### src/rtl/debounce_fsm_pkg.sv
// ---------------------------------------------------------------------------
// debounce_fsm_pkg
//   Default build-time settings for the tick-paced switch debouncer.
//   The FSM state encoding is private to debounce_fsm. Only the parameter
//   defaults live here, so a parent block can refer to them by name.
// ---------------------------------------------------------------------------
package debounce_fsm_pkg;

  // Number of consecutive sample ticks the input must stay stable to commit.
  localparam int unsigned DEFAULT_STABLE_TICKS = 3;

  // Width of the tick counter. It must satisfy 2**CW >= STABLE_TICKS.
  localparam int unsigned DEFAULT_CW = 2;

endpackage : debounce_fsm_pkg

### src/rtl/debounce_fsm_sync_2ff.sv
// ---------------------------------------------------------------------------
// sync_2ff
//   Two-flop synchroniser that brings an asynchronous level into the clk
//   domain. Other input-conditioning blocks can reuse it.
//   The output lags the input by 2 clk.
// Ports
//   clk    in  1  sampling clock, rising edge
//   reset  in  1  asynchronous active-low reset (0 = in reset)
//   d      in  1  asynchronous input level
//   q      out 1  synchronised level
// ---------------------------------------------------------------------------
module sync_2ff (
  input  logic clk,
  input  logic reset,
  input  logic d,
  output logic q
);

  logic meta;

  // NOTE: sequential state is updated with non-blocking assignments so that
  // both flops sample their old values on the same edge. Blocking assignments
  // here would collapse the chain into a single flop.
  always_ff @(posedge clk or negedge reset) begin
    if (!reset) begin
      meta <= 1'b0;
      q    <= 1'b0;
    end else begin
      meta <= d;
      q    <= meta;
    end
  end

endmodule : sync_2ff

### src/rtl/debounce_fsm.sv
// ---------------------------------------------------------------------------
// debounce_fsm
//   Tick-paced debouncer for a mechanical switch. The raw input is first
//   synchronised. The debounced level then changes only after the
//   synchronised input has stayed stable for STABLE_TICKS sample ticks.
//   Each rising commit produces a one-clk pulse on db_tick.
//   The tick source is a free-running counter's max_tick, instantiated by
//   the parent block.
// Ports
//   clk       in  1  system clock, rising edge
//   reset     in  1  asynchronous active-low reset (0 = in reset)
//   tick      in  1  sample strobe; every clk it is high counts as one tick
//   sw        in  1  raw asynchronous switch input
//   db_level  out 1  debounced level, registered
//   db_tick   out 1  one-clk pulse on each debounced 0->1 commit, registered
// ---------------------------------------------------------------------------
module debounce_fsm
  import debounce_fsm_pkg::*;
#(
  parameter int unsigned STABLE_TICKS = DEFAULT_STABLE_TICKS,
  parameter int unsigned CW           = DEFAULT_CW
) (
  input  logic clk,
  input  logic reset,
  input  logic tick,
  input  logic sw,
  output logic db_level,
  output logic db_tick
);

  typedef enum logic [1:0] {
    ZERO  = 2'd0,
    WAIT1 = 2'd1,
    ONE   = 2'd2,
    WAIT0 = 2'd3
  } state_t;

  // The counter value on which the final tick of a stable period lands.
  localparam logic [CW-1:0] LAST_CNT = CW'(STABLE_TICKS - 1);

  state_t        state;
  logic [CW-1:0] cnt;
  logic          sw_s;

  sync_2ff u_sync (
    .clk   (clk),
    .reset (reset),
    .d     (sw),
    .q     (sw_s)
  );

  // The outputs are updated together with the state, so db_level and
  // db_tick rise in the first cycle spent in ONE.
  // cnt is cleared on every entry into a WAIT state. It never wraps,
  // because reaching LAST_CNT on a tick always leaves the WAIT state.
  always_ff @(posedge clk or negedge reset) begin
    if (!reset) begin
      state    <= ZERO;
      cnt      <= '0;
      db_level <= 1'b0;
      db_tick  <= 1'b0;
    end else begin
      db_tick <= 1'b0;
      case (state)
        ZERO: begin
          if (sw_s) begin
            state <= WAIT1;
            cnt   <= '0;
          end
        end
        WAIT1: begin
          // A bounce back to 0 wins over a tick arriving in the same clk.
          if (!sw_s) begin
            state <= ZERO;
            cnt   <= '0;
          end else if (tick) begin
            if (cnt == LAST_CNT) begin
              state    <= ONE;
              db_level <= 1'b1;
              db_tick  <= 1'b1;
            end else begin
              cnt <= cnt + 1'b1;
            end
          end
        end
        ONE: begin
          if (!sw_s) begin
            state <= WAIT0;
            cnt   <= '0;
          end
        end
        WAIT0: begin
          if (sw_s) begin
            state <= ONE;
          end else if (tick) begin
            if (cnt == LAST_CNT) begin
              state    <= ZERO;
              db_level <= 1'b0;
            end else begin
              cnt <= cnt + 1'b1;
            end
          end
        end
        default: begin
          state <= ZERO;
          cnt   <= '0;
        end
      endcase
    end
  end

endmodule : debounce_fsm

### config.mk
export PLATFORM = sky130hd
export DESIGN_NAME = debounce_fsm
export DESIGN_NICKNAME = d
export VERILOG_FILES = /design/src/rtl/debounce_fsm_pkg.sv /design/src/rtl/debounce_fsm_sync_2ff.sv /design/src/rtl/debounce_fsm.sv
export SDC_FILE = /design/constraint.sdc
export NUM_CORES = 1
export LEC_CHECK = 0
export BUFFER_PORTS_ARGS = -buffer_cell sky130_fd_sc_hd__buf_2
export CAP_MARGIN = 30
export CORE_AREA = 2 2 39 41
export CTS_CLUSTER_DIAMETER = 80
export DETAILED_ROUTE_END_ITERATION = 8
export DIE_AREA = 0 0 41 43
export GPL_TIMING_DRIVEN = 0
export PLACE_DENSITY = 0.48
export SKIP_LAST_GASP = 1
export SLEW_MARGIN = 20
export SYNTH_ARGS = -nofsm -noshare
export SYNTH_HDL_FRONTEND = slang
export SYNTH_SLANG_ARGS = --single-unit
export TNS_END_PERCENT = 20
### constraint.sdc
create_clock -name clk -period 1.8 [get_ports clk]
set_input_delay 0.18 -clock clk [delete_from_list [all_inputs] [get_ports clk]]
set_output_delay 0.18 -clock clk [all_outputs]
set_load 0.03 [all_outputs]
; ---- After elaboration in Yosys (flattened, before gate mapping)
; Cells that the tools add are included.
[word_totals]
inputBits = 4
regBits = 8
wordCells = 55
out_inout_bits = 2
[op_classes]
reduce_logical = 5
n_eq_ne = 16
add_sub_neg = 1
muxes = 27
[ops]
columns = cell, n
row1 = 2-to-1 mux 2 bit, 14
row2 = case mux 2 bit (4 select lines), 2
row3 = "inequality test 2 bit, second input constant", 6
row4 = 2-to-1 mux 1 bit, 10
row5 = AND reduction 7 bit, 1
row6 = "== test 2 bit, second input constant", 3
row7 = "inequality test 3 x 2 -> 1 bit, second input constant", 2
row8 = "inequality test 3 bit, second input constant", 2
row9 = AND reduction 6 bit, 1
row10 = "inequality test 2 x 1 -> 1 bit, second input constant", 2
row11 = AND reduction 3 bit, 1
row12 = "adder 2 x 1 -> 2 bit, second input constant", 1
row13 = "== test 2 x 1 -> 1 bit, second input constant", 1
row14 = logical NOT 2 bit, 1
row15 = case mux 1 bit (2 select lines), 1
row16 = nonzero test 2 bit, 1

; ---- Depth between registers and ports, before layout
; Gate-level depths: netlist (run 1).
[depth]
word_depth = 5
mapped_depth = 5
mapped_depth_nobuf = 5

; ---- Cells and area by module
; A second synthesis (run 1) with hierarchy kept.
[unflattened]
hier_cells = 36
area_unflattened_um2 = 404.1
[by_module_without_submodules]
columns = module, seq_area_each_um2, area_per_inst_um2, cells_each, n_inst
row1 = debounce_fsm, 150.1, 354.1, 34, 1
row2 = sync_2ff, 50.0, 50.0, 2, 1

; ---- Worst setup path before layout (run 1)
; OpenSTA, ideal clock, no wires.
[synth_timing]
path_kind = reg-to-reg
startpoint = register cnt[0]
endpoint = register (tool-made name)
arrival_ns = 1.027
n_path_buf = 0
setup_time_ns = 0.125
period_less_slack_ns = 1.152
setup_slack_ns = 0.648
path_stages_with_launch = 5
t_required_ns = 1.675
cell_sequence = dfrtp_1 -> inv_1 -> ha_1 -> nand3_1 -> mux2_2
[synth_lines]
columns = item, line_no
row1 = "start, declared", debounce_fsm.sv:42  ; logic [CW-1:0] cnt;
row2 = "start signal, assigned", debounce_fsm.sv:82  ; cnt <= cnt + 1'b1;
row3 = "start signal, assigned", debounce_fsm.sv:100  ; cnt <= cnt + 1'b1;

==> results of run 1 <==
==> path summary, 6_finish.rpt <==
path	to	slack [ps]	startpoint	cells past startpoint
setup / recovery	register	570	cnt[0]$_DFFE_PN0P_	4
hold / removal	u_sync.meta$_DFF_PN0_	30	sw	1
setup reg to reg	register	570	cnt[0]$_DFFE_PN0P_	4
hold reg to reg	u_sync.q$_DFF_PN0_	350	u_sync.meta$_DFF_PN0_	0
max in group asynchronous	cnt[1]$_DFFE_PN0P_	1340	reset	2
min in group asynchronous	async pin	290	reset	2
==> where the power goes <==
part | switching [mW] | internal [mW] | total (mW)
Sequential | 0.0287 | 0.217 | 0.246
Combinational | 0.0857 | 0.0851 | 0.171
Clock | 0.0584 | 0.0761 | 0.134
Total | 0.173 | 0.378 | 0.551
==> layer usage <==
metal	global-route usage (%)	vias up	share of wire, %
li1	-	128	-
met1	10.4	121	44
met2	12.5	4	52
met3	1.57	0	3.7
met4	10.0	0	0
met5	0	-	0
==> area by class of cell <==
type	instances	area, µm²
plain buffers	1	11.3
well taps	16	20.0
inverters	3	11.3
clock buffers	3	22.5
multi-input cells	19	144
fillers	149	940
repair buffers	6	35.0
flip-flops and latches	8	200
==> metrics by stage <==
step / cell area [µm²] / setup slack (ps)
2_1_floorplan: 367 / 648
3_3_place_gp: 412 / 591
3_5_place_dp: 412 / 565
4_1_cts: 444 / 560
5_1_grt: 444 / 498
6_report: 444 / 569
==> cells in the final DEF, fill, tap and decap left out, drive strengths merged <==
master / instances
a21o: 1
a22o: 2
a31oi: 1
buf: 6
clkbuf: 3
dfrtp: 8
dlygate4sd3: 1
ha: 2
inv: 3
mux2: 1
nand2: 3
nand3: 1
nand3b: 1
nor2: 1
nor3: 1
nor3b: 1
o21ai: 1
o32ai: 2
xnor2: 1
==> cell families (layout without fill, tap and decap cells) <==
kind of cell / Yosys count / in the layout / synth area share, %
flops: 8 / 8 / 54.6
mux: 1 / 1 / 3.07
fa+ha+maj: 2 / 2 / 6.82
compound gates: 7 / 7 / 14.7
simple gates: 8 / 8 / 12.3
buf+inv: 4 / 13 / 6.14
xor+xnor: 1 / 1 / 2.39
==> timing repair <==
action                                 CTS  global route
setup buffers                            0             0
hold buffers                             1             0
endpoints found under the hold margin    8             0
==> results by stage, run 1 <==
CTS:
- Clock-pin slew was measured on the worst setup and hold paths at ~50 ps.
- The CTS tree is yes.
- The root buffer cell chosen for the clock tree is sky130_fd_sc_hd__clkbuf_4.
- The number of gates resized after CTS was 0.
- The number of buffers inserted during clock tree synthesis is 3.
- Clock latency on the worst-skew pair, taken at its later pin, is 250 ps.
- The total clock sinks is 8.
- The buffer levels on the longest clock path is 2.
- In this run the number of H-tree levels came out at 1.

STA:
- The routed design could run at a clock period as short as roughly 1200 ps.
- Based on the critical path, the design can be clocked at up to around 0.81 GHz.
- The worst pin sits at a relative slew slack of 82.3%.
- For the pin with the worst max-slew slack, the measured transition is around 260 ps.
- The number of max-slew violations in the final report was 0.
- Setup repair after global routing left no endpoint under its margin.
- Hold timing on the final database bottoms out at a slack of 34.9 ps.
- The number of hold violations in the final report is 0.
- After routing, the total negative slack on setup checks comes to 0 ps.
- Setup violations remaining at the end of the flow were counted as 0.
- The final period utilization is 68.4%.
- Across the routed clock network, the largest skew measured is 2.70 ps.

Placed design:
- In this run the tool buffered the top-level ports with 5 buffer cells.
- Routability-driven placement finished with a final weighted congestion of 0.629.
- After detailed placement, the design holds a cell count of 52.
- The wire-length estimate of the detail-placed layout is 485 µm.

Global routing:
- The total global routing track utilization is 9.04%.
- The maximum number of pins on one net before global-route repair is 9.
- The global-route wire length before repair is a little over 1 mm.
- Global routing finished with a remaining overflow of 0.
- The number of antenna violations at the first check in global routing came to 0.
- The via count of the first global-routing pass is between 200 and 300.

Power:
- For this design the ratio of total power to cell area is between 1000 and 1500 mW/mm².
- The maximum ir drop on the vdd rail is between 300 and 400 µV.
- The total design power is approximately 550 µW.
- The static power due to leakage is around 0.21 nW.

Critical path:
- The delay contributed by the slowest stage of the critical path is between 300 and 400 ps.
- Walking the worst path, the cells encountered are inv_1 > ha_1 > nand3_1 > mux2_2.
- The total buffers and inverters traversed by the critical path is 1.
- STA puts the critical path data arrival time at roughly 1400 ps.
- The largest fanout on the critical path is 3.
- Grouping stages by cell kind, the critical path spends the most delay in multiplexers.
- The worst setup path is captured at a register.
- The critical path class is register to register.
- The data required time of the critical path is around 1900 ps.
- STA classifies the critical path startpoint as a register.
- The slowest stage of the critical path belongs to the cell sky130_fd_sc_hd__mux2_2.

Layout:
- The count of placed standard cells in the final layout, fillers left out is between 50 and 60.
- The repair_antennas step left the layout with diodes totalling 0.
- The final-stage net count is 48.
- The area added between synthesis and finish is 21.2%.
- The ratio of cells with drive above 1 in the final layout is 27.5%.
- Cells fill 32.1% of the core in the end.

Floorplanning:
- From bottom edge to top edge, the die measures around 43 µm.
- The starting density of the core is a little over a quarter.
- The die is slightly above 40 µm wide.
- The floorplan step defined a die boundary enclosing 0.00176 mm².
- The core box area is between 0.001 and 0.0015 mm².
- The number of primary I/O pins is 6.
- The row count is 14.

Yosys:
- The most area-hungry cell type in the Yosys netlist is sky130_fd_sc_hd__dfrtp_1.
- After synthesis the cells add up to between 300 and 400 µm².
- The leading register cell type out of synthesis is sky130_fd_sc_hd__dfrtp_1.
- The number of warning messages in the yosys log is 0.
- After synthesis, the share of flip-flops with an asynchronous set or reset is 100%.
- The cell count after synthesis came out at 31.
- The area share of the leading cell type in the synthesized netlist is between 50 and 60%.
- The number of flops mapped to enable cells by yosys is 0.
- After synthesis, the cell types taking the most area are sky130_fd_sc_hd__dfrtp_1, sky130_fd_sc_hd__ha_1, sky130_fd_sc_hd__a22o_1.
- A synthesized cell averages about 12 µm².
- By instance count, the leading cell after synthesis is sky130_fd_sc_hd__dfrtp_1.
- The share of synthesized area occupied by flip-flops and latches is between 50% and 60%.
- By count the netlist is led by sky130_fd_sc_hd__dfrtp_1, sky130_fd_sc_hd__inv_1, sky130_fd_sc_hd__nand2_1.
- The post-synthesis register bit count is 8.
- The netlist uses 17 different library cells.
- When the netlist entered floorplanning its net count stood at 37.

Drt:
- Using the TritonRoute via totals, the vias-per-cell ratio works out to between 4 and 5.
- The final routed wire length divided by cell count is about 11 µm.
- The final layout contains routed wiring with a total length of 621 µm.
- The DRC violation count after routing is 0.
- Across all layers, the routed design uses 253 vias.
- The DRC violation total after the first TritonRoute iteration is 3.
- The first detailed-routing pass took 4 iterations.
- The remaining antenna violation count is 0.

Worst hold path:
- The path class of the tightest hold or removal check is input port to register.

Outcome:
- The flow ran to the end, and the final reports show no timing, DRC or antenna violations.

Flow run:
- Across the run, the number of max-cap violations was 0.
(Power assumes the default switching activity.)
==> inputs of run 2 (changes only) <==
- clock period: 1.8 -> 1.2 ns (I/O delays scaled with it)
==> results by stage, run 2 (synthesized netlist as in run 1, its figures left out) <==
Power:
- The maximum ir drop on the vdd rail is 595 µV (+52%).
- The total power density per cell area was 1820 mW/mm² (+47%).
- The static power due to leakage came to 0.214 nW (+3.9%).

Global routing:
- The total global routing overflow came to 0 (unchanged).
- The global-route wire length before repair is 1.03 mm (+1.4%).
- The via count of the first global-routing pass was 275 (+1.1%).
- The total global routing track utilization is 9.15% (+0.10 points).
- The maximum number of pins on one net before global-route repair is 9 (unchanged).
- The number of antenna violations at the first check in global routing is 0 (unchanged).

Drt:
- The first-pass iteration count of the detailed router was 2 (-2).
- The number of vias per cell is 4.60 (+1.7%).
- The total vias in the final route is 262 (+3.6%).
- The DRC violation total after the first TritonRoute iteration is 3 (unchanged).
- The remaining antenna violation count is 0 (unchanged).
- The routed wire length is 653 µm (+5.2%).
- The final routed wire length divided by cell count is 11.5 µm (+3.3%).
- The DRC violation count after routing was 0 (unchanged).

STA:
- The setup clock skew after layout is 2.56 ps (-0.145 ps).
- The number of max-slew violations in the final report is 0 (unchanged).
- The worst-case hold slack was 141 ps (+106 ps).
- The maximum clock rate is 0.851 GHz (+4.8%).
- The worst slew margin relative to its limit is 82.2% (about the same).
- The worst setup slack after layout was 25.2 ps (-544 ps).
- The final period utilization is 97.9% (+30 points).
- The sum of negative setup slack is 0 ps (unchanged).
- The clock period minus final worst setup slack is 1170 ps (-56.4 ps).
- The number of hold violations in the final report was 0 (unchanged).
- The total of endpoints with negative setup slack in the final report is 0 (unchanged).
- Setup repair after global routing could not meet its margin everywhere.
- The slew of the pin with the lowest slew margin is 266 ps (+0.603 ps).

CTS:
- The number of buffers added for setup after CTS came to 0 (unchanged).
- The buffer levels on the longest clock path came to 2 (unchanged).
- The root buffer cell is sky130_fd_sc_hd__clkbuf_4.
- The number of buffers inserted during clock tree synthesis is 3 (unchanged).
- The H-tree level count was 1 (unchanged).
- The clock slew seen by the registers of the worst setup and hold paths is 50 ps (about the same).
- The later-pin clock latency in the skew report is 250 ps (about the same).
- The total clock sinks is 8 (unchanged).
- TritonCTS built the clock tree.

Layout:
- Leaving out fill and tap cells, the most frequent cell in the layout is sky130_fd_sc_hd__dfrtp_1.
- The sequential cell area in the final layout is 200 µm² (unchanged).
- The fill cell total of the finished layout was 147 (-1.3%).
- The diode insertion count for antenna repair is 0 (unchanged).
- The post-route cell area is 469 µm² (+5.6%).
- The ratio of cells with drive above 1 in the final layout was 36.6% (+9.1 points).
- The utilization after layout is 33.9% (+1.8 points).
- The top cell types in the final layout, fill and taps aside, are sky130_fd_sc_hd__dfrtp_1, sky130_fd_sc_hd__buf_2, sky130_fd_sc_hd__nand2_1, sky130_fd_sc_hd__clkbuf_4.
- The area used by multi-input combinational logic is 159 µm² (+10%).
- The area added between synthesis and finish is 28.0%.
- The final-stage net count is 49 (+2.1%).

Floorplanning:
- The starting density of the core was 26.5% (unchanged).
- The number of primary I/O pins is 6 (unchanged).
- The die area is 0.00176 mm² (unchanged).
- The row count is 14 (unchanged).
- The die boundary width was 41 µm (unchanged).
- The core box area is 0.00138 mm² (unchanged).
- The floorplan die height is 43 µm (unchanged).

Flow run:
- The number of max-cap violations is 0 (unchanged).

Critical path:
- The source of the worst register-to-register timing path is cnt[0]$_DFFE_PN0P_.
- The number of cells on the worst reg-to-reg path is 4 (unchanged).
- The largest fanout on the critical path is 3 (unchanged).
- The signal arrival time at the worst endpoint came to 1310 ps (-60 ps).
- The critical path is of the register to register type.
- The timing startpoint of the critical path is cnt[0]$_DFFE_PN0P_.
- The data required time of the critical path is 1340 ps (-600 ps).
- The flop-to-flop setup slack is 30 ps (-540 ps).
- The element type at the critical path start is a register.
- STA classifies the critical path endpoint as a register.

Placed design:
- The final weighted congestion in routability-driven placement is 0.629 (unchanged).
- The detailed placer's ending HPWL came to 485 µm (unchanged).
- The placed instance area came to 412 µm² (unchanged).
- The count of port buffers added during placement is 5 (unchanged).
- The post-place setup slack is -34.9 ps (-600 ps).

Outcome:
- The run finished with clean final reports.

Worst hold path:
- In this run the worst hold path is classified as input port to register.
## run 2: critical path, cell delays in order, from the launching register on
cell                      delay (ps)
sky130_fd_sc_hd__dfrtp_1         370
sky130_fd_sc_hd__inv_1           100
sky130_fd_sc_hd__ha_2            200
sky130_fd_sc_hd__nand3_2         100
sky130_fd_sc_hd__mux2_2          290
## run 2: where the power goes
part / internal [mW] / leakage (nW) / total, mW / switching (mW)
logic: 0.141 / 0.102 / 0.277 / 0.136
registers: 0.326 / 0.0982 / 0.374 / 0.0486
clock network: 0.114 / 0.0138 / 0.202 / 0.0877
## run 2: worst min-delay path by stage
stage	from	to	slack, ps	cells past startpoint
after global placement	reset	u_sync.meta$_DFF_PN0_	-30	1
after global routing	tick	state[0]$_DFFE_PN0P_	150	2
after floorplan	reset	async pin	-180	0
after CTS	tick	state[0]$_DFFE_PN0P_	130	2
after detailed placement	reset	u_sync.meta$_DFF_PN0_	-30	1
final	tick	state[0]$_DFFE_PN0P_	140	2
## run 2: routing by layer
metal	up-vias	wire [µm]	track usage, %
met3	0	22	1.57
met1	124	299	10.0
met5	-	0	0
met2	4	330	13.1
met4	0	0	10.0
li1	134	-	-
## run 2: timing repair
item                                    4_1_cts  5_1_grt
hold buffers                                  2        0
endpoints found under the setup margin        3        4
pin swaps                                     0        1
resized for setup                             1        3
endpoints found under the hold margin         9        0
## run 2: area by class of cell
cell class / instances / share of cell area, %
Sequential cell: 8 / 42.7
Multi-Input combinational cell: 19 / 33.9
Timing Repair Buffer: 7 / 9.60
Clock buffer: 3 / 4.80
Tap cell: 16 / 4.27
Buffer: 1 / 2.40
Inverter: 3 / 2.40
## run 2: through the flow
| step | instances | total power [mW] |
|---|---|---|
| 3_5_place_dp | 52 | 0.629 |
| 2_1_floorplan | 31 | 0.574 |
| 5_1_grt | 57 | 0.920 |
| 3_3_place_gp | 52 | 0.617 |
| 4_1_cts | 57 | 0.855 |
| 6_report | 57 | 0.853 |
